## src/rtl/id_ex_stage_reg.sv

```systemverilog
// ---------------------------------------------------------------------------
// id_ex_stage_reg
//   ID/EX pipeline register of the pipelined RV32I core. It captures the
//   decoder's control bundles (EX/M/WB) together with operand data, the
//   immediate, the PC and the register indices, and presents them to EX one
//   cycle later. It also detects load-use hazards against the instruction
//   currently in EX.
//
// Ports
//   clk, rst_n             rising-edge clock, asynchronous active-low reset
//   id_valid               ID slot holds a real instruction
//   id_pc, id_rs1_data,
//   id_rs2_data, id_imm    XLEN-wide datapath fields from ID
//   id_rs1, id_rs2, id_rd  register indices from ID
//   id_ex_ctrl             {alu_src_b, alu_op[3:0]}
//   id_m_ctrl              {branch, b_type, mem_write}
//   id_wb_ctrl             {reg_write, mem_to_reg[1:0]}
//   stall                  downstream hold request
//   flush                  branch/jump redirect kill
//   ex_*                   registered copies of the id_* fields
//   load_use_hazard        IF/ID must hold this cycle (combinational)
//   bubble_cnt, flush_cnt  event counters (present with ID_EX_PERF_CNT_EN)
//
// Configuration
//   ID_EX_PERF_CNT_EN      when defined, bubble_cnt/flush_cnt count bubbles and
//                          flushes; when undefined both ports are tied to 0
//                          and no counter flops exist.
//
// Slot semantics: ex_valid qualifies the EX slot. A slot with ex_valid=0
// always carries all-zero control bundles, so it has no architectural side
// effect. Per clock edge the priority is flush > stall > hazard bubble >
// load. A flush or bubble clears ex_valid and the control bundles while the
// data/index fields hold; stall holds every register.
// ---------------------------------------------------------------------------
module id_ex_stage_reg #(
  parameter int XLEN = 32,
  parameter int RA_W = 5
) (
  input  logic            clk,
  input  logic            rst_n,
  input  logic            id_valid,
  input  logic [XLEN-1:0] id_pc,
  input  logic [XLEN-1:0] id_rs1_data,
  input  logic [XLEN-1:0] id_rs2_data,
  input  logic [XLEN-1:0] id_imm,
  input  logic [RA_W-1:0] id_rs1,
  input  logic [RA_W-1:0] id_rs2,
  input  logic [RA_W-1:0] id_rd,
  input  logic [4:0]      id_ex_ctrl,
  input  logic [2:0]      id_m_ctrl,
  input  logic [2:0]      id_wb_ctrl,
  input  logic            stall,
  input  logic            flush,
  output logic            ex_valid,
  output logic [XLEN-1:0] ex_pc,
  output logic [XLEN-1:0] ex_rs1_data,
  output logic [XLEN-1:0] ex_rs2_data,
  output logic [XLEN-1:0] ex_imm,
  output logic [RA_W-1:0] ex_rs1,
  output logic [RA_W-1:0] ex_rs2,
  output logic [RA_W-1:0] ex_rd,
  output logic [4:0]      ex_ex_ctrl,
  output logic [2:0]      ex_m_ctrl,
  output logic [2:0]      ex_wb_ctrl,
  output logic            load_use_hazard,
  output logic [31:0]     bubble_cnt,
  output logic [31:0]     flush_cnt
);

  // A load in EX is reg_write=1 with mem_to_reg selecting memory data (2'b11).
  logic ex_is_load;
  logic rd_matches;
  logic do_bubble;
  logic do_flush;

  assign ex_is_load = ex_valid && ex_wb_ctrl[2] && (ex_wb_ctrl[1:0] == 2'b11);
  assign rd_matches = (ex_rd == id_rs1) || (ex_rd == id_rs2);

  // x0 is never really written, so a load to x0 cannot create a dependency.
  assign load_use_hazard = ex_is_load && (ex_rd != '0) && id_valid && rd_matches;

  // Stall outranks the bubble: while EX is held, the load stays put and the
  // dependent instruction simply waits in ID.
  assign do_flush  = flush;
  assign do_bubble = !flush && !stall && load_use_hazard;

  always_ff @(posedge clk or negedge rst_n) begin
    if (!rst_n) begin
      ex_valid    <= 1'b0;
      ex_pc       <= '0;
      ex_rs1_data <= '0;
      ex_rs2_data <= '0;
      ex_imm      <= '0;
      ex_rs1      <= '0;
      ex_rs2      <= '0;
      ex_rd       <= '0;
      ex_ex_ctrl  <= '0;
      ex_m_ctrl   <= '0;
      ex_wb_ctrl  <= '0;
    end else if (do_flush || do_bubble) begin
      // Kill the slot; data/index fields hold their previous values.
      ex_valid   <= 1'b0;
      ex_ex_ctrl <= '0;
      ex_m_ctrl  <= '0;
      ex_wb_ctrl <= '0;
    end else if (!stall) begin
      ex_valid    <= id_valid;
      ex_pc       <= id_pc;
      ex_rs1_data <= id_rs1_data;
      ex_rs2_data <= id_rs2_data;
      ex_imm      <= id_imm;
      ex_rs1      <= id_rs1;
      ex_rs2      <= id_rs2;
      ex_rd       <= id_rd;
      // An invalid slot must never carry live control into EX.
      ex_ex_ctrl  <= id_valid ? id_ex_ctrl : 5'b0;
      ex_m_ctrl   <= id_valid ? id_m_ctrl  : 3'b0;
      ex_wb_ctrl  <= id_valid ? id_wb_ctrl : 3'b0;
    end
  end

`ifdef ID_EX_PERF_CNT_EN
  // Free-running 32-bit counters; natural wrap from 0xFFFFFFFF to 0.
  always_ff @(posedge clk or negedge rst_n) begin
    if (!rst_n) begin
      bubble_cnt <= '0;
      flush_cnt  <= '0;
    end else begin
      if (do_bubble) bubble_cnt <= bubble_cnt + 32'd1;
      if (do_flush)  flush_cnt  <= flush_cnt + 32'd1;
    end
  end
`else
  assign bubble_cnt = 32'd0;
  assign flush_cnt  = 32'd0;
`endif

endmodule

```

## config.mk

```make
export PLATFORM = sky130hd
export DESIGN_NAME = id_ex_stage_reg
export DESIGN_NICKNAME = d
export VERILOG_FILES = /design/src/rtl/id_ex_stage_reg.sv
export SDC_FILE = /design/constraint.sdc
export NUM_CORES = 1
export LEC_CHECK = 0
export ABC_AREA = 0
export CAP_MARGIN = 20
export CORE_AREA = 2 2 149 151
export CTS_CLUSTER_SIZE = 14
export DETAILED_ROUTE_END_ITERATION = 7
export DIE_AREA = 0 0 151 153
export PLACE_DENSITY = 0.73
export SYNTH_ARGS = -nofsm -noshare
export SYNTH_HDL_FRONTEND = slang
export SYNTH_SLANG_ARGS = --single-unit
```

## constraint.sdc

```tcl
create_clock -name clk -period 4.2 [get_ports clk]
set_input_delay 0.84 -clock clk [delete_from_list [all_inputs] [get_ports clk]]
set_output_delay 0.84 -clock clk [all_outputs]
set_load 0.02 [all_outputs]
```

==> results by group, run 1 <==
Clock network
  • CTS sink cnt: 155
  • Clk pin slew, worst setup/hold paths: 0.07 ns
  • Root Buffer: clkbuf_16
  • Latest clock arrival within the worst-skew pair: 0.41 ns
  • Total CTS buffers: 17
  • TritonCTS clock tree: built
  • Max clock buf depth: 2
  • Setup Fix Bufs, Post-CTS: 0
  • H-tree depth: 4
  • CTS-repair resized insts: 0
  • Hold_buf cts: 0

Route
  • Vias: 4,421
  • TritonRoute pass-1 iters: 4
  • Drt drc: 0
  • Avg WL per Cell: 15.5 um
  • Routed WL: 16,300 um
  • Initial DRC Count: 152
  • Post-DRT Antenna Nets: 0
  • Via/cell ratio: 4.20

GRT
  • Total global routing overflow: 0
  • Met3 usage: 6.33%
  • Largest net degree at the start of global routing: 82
  • Met2 Use GR: 23.0%
  • GR peak layer: met2
  • Routing usage on met1: 16.0%
  • First-pass GRT wire length: 24,700 um
  • Vias in the first global route: 4,568
  • Initial antenna violation count: 0
  • Gr usage total: 13.8%

Die
  • Core Region: 21,500 sq um
  • Initial Util: 30.2%
  • Die Area: 23,100 sq um
  • Die extent in y: 153 um
  • Site Rows: 54
  • # IOs: 379
  • Chip width: 151 um

Worst setup path
  • Crit path capture type: output pin
  • Critical path class: in2out
  • Reg2reg setup slack: 2.03 ns
  • Crit path required time: 3.36 ns
  • R2R Path Start: ex_rd[1]
  • R2R depth: 5
  • Largest fanout on the critical path: 2
  • Critical Path AT: 2.67 ns
  • RR Endpoint: ex_imm[20]
  • CP Launch Type: input port

Power and ir drop
  • Sw frac: 28.2%
  • Pwr/cell area: 452 nW/um^2
  • LEAKAGE: 4.25 nW
  • Reg power frac: 38.9%
  • Peak supply drop: 0.237 mV
  • Clock power share: 35.2%
  • Internal power component: 3.35 mW
  • Comb power frac: 25.9%
  • Switch Pwr: 1.32 mW

Placed design
  • DPL Wire Length: 11,900 um
  • Area after DPL: 9690 sq um
  • Pre-CTS WS: 0.685 ns
  • Routability cong.: 0.773
  • Post-placement cell count: 1,021
  • # port buffers: 314

Timing
  • Final setup viols: 0
  • Slew HR: 47.9%
  • Final TNS setup: 0 ns
  • Worst setup margin: 0.692 ns
  • Actual slew at the worst max-slew pin: 0.782 ns
  • Final Hold Viols: 0
  • Period utilisation layout: 83.5%
  • Post-route minimum period: 3.51 ns
  • RSZ-0062 raised after global routing: no
  • Fmax: 285 MHz
  • Final Skew: 0.0125 ns
  • Max Slew Vio Count: 0

Cells and area
  • Final nets: 919
  • Final Cell Area: 10,300 sq um
  • Core Util, Final: 48.0%
  • Share of cells above drive strength 1: 14.4%
  • Synth-to-Final Area Change: 59.0%
  • Ant diodes: 0
  • Final cell count without fillers: 1,052

Synthesis
  • Seq/Total Area, Yosys: 59.8%
  • Syn avg cell area: 14.6 sq um
  • Synth warnings: 0
  • Netlist cell types: 24
  • EDFF count, synth: 0
  • FF+latch count, synth: 155
  • Mapped Area: 6480 sq um
  • Asr flop ratio synth: 100%
  • Primary FF master, synth: dfrtp_1
  • Gate Count Post-Synth: 443

Status
  • Status: finished clean

Worst hold path
  • Hold Crit Class: in2async

Job
  • Max Cap Viol: 0
## sequential cells by signal, summed over array words and instances, names as in the netlist
name / cells
ex_rs2_data: 32
ex_imm: 32
ex_valid: 1
ex_ex_ctrl: 5
ex_rd: 5
ex_rs1: 5
ex_pc: 32
ex_rs2: 5
ex_m_ctrl: 3
ex_wb_ctrl: 3
ex_rs1_data: 32
## synth_stat cells (all sizes together) (2+ instances only)
library cell  count  area share (%)
buf              80             9.0
clkbuf            3            0.17
dfrtp           155              60
mux2            143              25
nand2            12            0.69
nand3             3            0.23
nand3b           14             1.6
nor2b             2            0.19
o21ai            11            0.85
xnor2            10             1.4
## power by group through the flow
stage / Clock [mW] / Sequential (mW) / Combinational, mW
after floorplan: 0 / 2.09 / 0.330
after global placement: 0 / 1.84 / 1.21
after detailed placement: 0 / 1.85 / 1.22
after CTS: 1.70 / 1.82 / 1.22
after global routing: 1.76 / 1.84 / 1.28
final: 1.64 / 1.82 / 1.21
## cell families after synthesis
kind of cell              count (synthesis)  synth area share [%]
other                                     1                0.0578
muxes                                   143                  24.8
AOI/OAI and AO/OA                        15                  1.60
buffers and inverters                    83                  9.17
and+or+nand+nor                          36                  3.16
DFF                                     155                  59.8
xor gates and xnor gates                 10                  1.35
## cell usage in the layout (no fill, tap or decap), types with 3 or more instances in the layout
cell type	instances
conb_1	64
clkbuf_16	17
mux2_2	73
bufinv_16	4
nand3b_1	14
nand2_1	12
clkdlybuf4s50_1	313
buf_12	3
xnor2_1	10
o21ai_0	11
inv_6	3
dfrtp_1	155
nand3_1	3
mux2_1	70
## metal layers
| layer | part of all wire [%] | wire [um] | vias to the layer above |
|---|---|---|---|
| li1 | - | - | 2038 |
| met1 | 39 | 6420 | 2163 |
| met2 | 49 | 7960 | 212 |
| met3 | 11 | 1840 | 8 |
| met4 | 0.72 | 117 | 0 |
| met5 | 0 | 0 | - |
## area by class of cell
| cell class | instances | area (sq um) |
|---|---|---|
| Clock inverter | 12 | 186 |
| Fill cell | 1946 | 11200 |
| Timing Repair Buffer | 318 | 3210 |
| Clock buffer | 19 | 433 |
| Sequential cell | 155 | 3880 |
| Tap cell | 280 | 350 |
| Multi-Input combinational cell | 268 | 2250 |
## worst max path at each step
| stage | from | end | slack [ns] | cells after the start |
|---|---|---|---|---|
| global placement | id_rs1[0] | load_use_hazard | 0.67 | 6 |
| finish | id_rs1[0] | load_use_hazard | 0.69 | 6 |
| detailed placement | id_rs1[0] | load_use_hazard | 0.68 | 6 |
| floorplan | id_rs1[4] | load_use_hazard | 1.55 | 5 |
| global route | id_rs2[4] | load_use_hazard | 0.61 | 6 |
| CTS | id_rs1[0] | load_use_hazard | 0.68 | 6 |
## critical path, cell delays in order
cell and delay (ns):
clkdlybuf4s50_1 0.48, xnor2_1 0.14, nand3_1 0.12, o22ai_2 0.26, and2_1 0.19, clkdlybuf4s50_1 0.62
## metrics by stage
step | hold WS, ns | power (mW)
global placement | 0.463 | 3.05
finish | 0.460 | 4.66
floorplan | 0.544 | 2.42
detailed placement | 0.471 | 3.06
global route | 0.500 | 4.88
CTS | 0.483 | 4.74
(Power assumes the default switching activity.)
==> run 2, diff against run 1 <==
CORE_AREA = 2 2 146 148   (was 2 2 149 151)
DIE_AREA = 0 0 148 150   (was 0 0 151 153)
PLACE_DENSITY = 0.79   (was 0.73)
clock period = 3.1 ns   (was 4.2 ns; I/O delays follow)
==> run 2 against run 1 <==
  * Die area is 3.9% lower
  * Combinational power is 36% higher
  * Global-route usage is 0.40 points higher
  * Setup slack worse by 0.27 ns
  * Clock power is 27% higher
  * Design area hardly changed
  * Register-to-register slack worse by 1.0 ns
  * Critical path depth stayed put
  * Clock-buffer cell count is 1 lower
  * Clock skew is 0.0020 ns lower
  * Critical endpoint unchanged
  * Highest routed layer unchanged
==> results by group, run 2 (synthesis results as in run 1) <==
Timing
  • Fmax: 373 MHz
  • Period utilisation layout: 86.4%
  • Max Slew Vio Count: 0
  • Final TNS setup: 0 ns
  • Actual slew at the worst max-slew pin: 0.757 ns
  • Final Skew: 0.0105 ns
  • Final Hold Viols: 0
  • Slew HR: 49.5%
  • Final setup viols: 0
  • Post-route minimum period: 2.68 ns
  • RSZ-0062 raised after global routing: no

Worst setup path
  • CP delay by family, top: buffers and inverters
  • Levels on crit path: 6
  • Critical path class: in2out
  • Max incr delay on CP: 0.51 ns
  • Crit path capture type: output pin
  • Largest fanout on the critical path: 3
  • R2R depth: 6
  • Crit path required time: 2.48 ns
  • Slowest CP cell: clkdlybuf4s50_1
  • CP cell instances: clkdlybuf4s50_1, xnor2_1, nand3_1, o22ai_2, and2_1, dlymetal6s2s_1
  • Critical Path AT: 2.06 ns
  • Worst path bufs/invs: 2
  • CP Launch Type: input port

Cells and area
  • Commonest non-fill, non-tap cells in the layout: clkdlybuf4s50_1, dfrtp_1, mux2_2, mux2_1, conb_1
  • Synth-to-Final Area Change: 59.0%
  • Ant diodes: 0
  • Most common cell after layout, fill and taps aside: clkdlybuf4s50_1
  • Share of cells above drive strength 1: 15.1%
  • Final nets: 922
  • Final Cell Area: 10,300 sq um

Route
  • Drt drc: 0
  • TritonRoute pass-1 iters: 4
  • Avg WL per Cell: 15.3 um
  • Post-DRT Antenna Nets: 0
  • Vias: 4,482
  • Routed WL: 16,100 um
  • Initial DRC Count: 96
  • Via/cell ratio: 4.26

Power and ir drop
  • LEAKAGE: 4.28 nW
  • Peak supply drop: 0.328 mV
  • Pwr/cell area: 600 nW/um^2

Die
  • Initial Util: 31.3%
  • Die Area: 22,200 sq um
  • # IOs: 379
  • Chip width: 148 um
  • Die extent in y: 150 um
  • Site Rows: 53
  • Core Region: 20,700 sq um

GRT
  • Largest net degree at the start of global routing: 73
  • First-pass GRT wire length: 24,600 um
  • Gr usage total: 14.1%
  • Total global routing overflow: 0
  • Initial antenna violation count: 0
  • Vias in the first global route: 4,617

Placed design
  • # port buffers: 314
  • Area after DPL: 9720 sq um
  • Routability cong.: 0.722
  • DPL Wire Length: 12,000 um

Clock network
  • CTS sink cnt: 155
  • Root Buffer: clkbuf_16
  • Setup Fix Bufs, Post-CTS: 0
  • Total CTS buffers: 17
  • Clk pin slew, worst setup/hold paths: 0.07 ns
  • Max clock buf depth: 2
  • Latest clock arrival within the worst-skew pair: 0.42 ns
  • H-tree depth: 4
  • TritonCTS clock tree: built

Status
  • Status: finished clean

Worst hold path
  • Hold Crit Class: in2async

Job
  • Max Cap Viol: 0
[run 2: cell count changes in the layout (fill, tap and decap cells not counted), sizes merged]
cell / change
dlymetal6s2s: +1
buf: +3
clkbuf: -1
clkdlybuf4s50: -1
clkinv: +2
bufinv: -3
clkinvlp: -2
inv: +5
[run 2: area by class of cell]
cell class / instances / area (sq um)
clock buffers: 18 / 439
fillers: 1819 / 10400
well taps: 275 / 344
flip-flops and latches: 155 / 3880
clock inverters: 14 / 150
multi-input cells: 268 / 2250
repair buffers: 321 / 3250
[run 2: worst paths after layout]
kind,start,to,slack (ns)
max reg2reg,ex_rd[1],ex_pc[7],0.98
min,rst_n,ex_wb_ctrl[2],0.21
min reg2reg,ex_rs2_data[26],ex_rs2_data[26],0.48
max,id_rs1[2],load_use_hazard,0.42
min in group clk,ex_rs2_data[26],ex_rs2_data[26],0.48
max in group asynchronous,rst_n,ex_rs2_data[16],2.20
[run 2: timing repair]
item	in CTS	in global routing
hold buffers	0	0
setup endpoints to repair	0	1
resized for setup	0	1
[run 2: power breakdown]
group,internal (mW),switching [mW],leakage [nW]
sequential,2.30,0.151,1.84
combinational,0.873,0.766,2.15
clock,1.17,0.925,0.294
total,4.34,1.84,4.28
[run 2: through the flow]
stage | cells | utilization [%] | hold WS, ns | power, mW | worst slack, ns
floorplan | 506 | - | 0.324 | 3.28 | 0.887
finish | 1051 | 49.8 | 0.214 | 6.18 | 0.422
global route | 1051 | 49.8 | 0.252 | 6.49 | 0.332
detailed placement | 1019 | 47.0 | 0.474 | 4.15 | 0.0553
CTS | 1051 | 49.8 | 0.220 | 6.29 | 0.0317
global placement | 1019 | 47.0 | 0.462 | 4.12 | 0.0245
[run 2: layer usage]
layer | track usage (%) | share of wire, % | vias to the layer above
met5 | 0 | 0 | -
met4 | 4.71 | 1.0 | 0
met3 | 6.40 | 11 | 13
met2 | 23.9 | 49 | 222
met1 | 15.9 | 39 | 2209
li1 | - | - | 2038
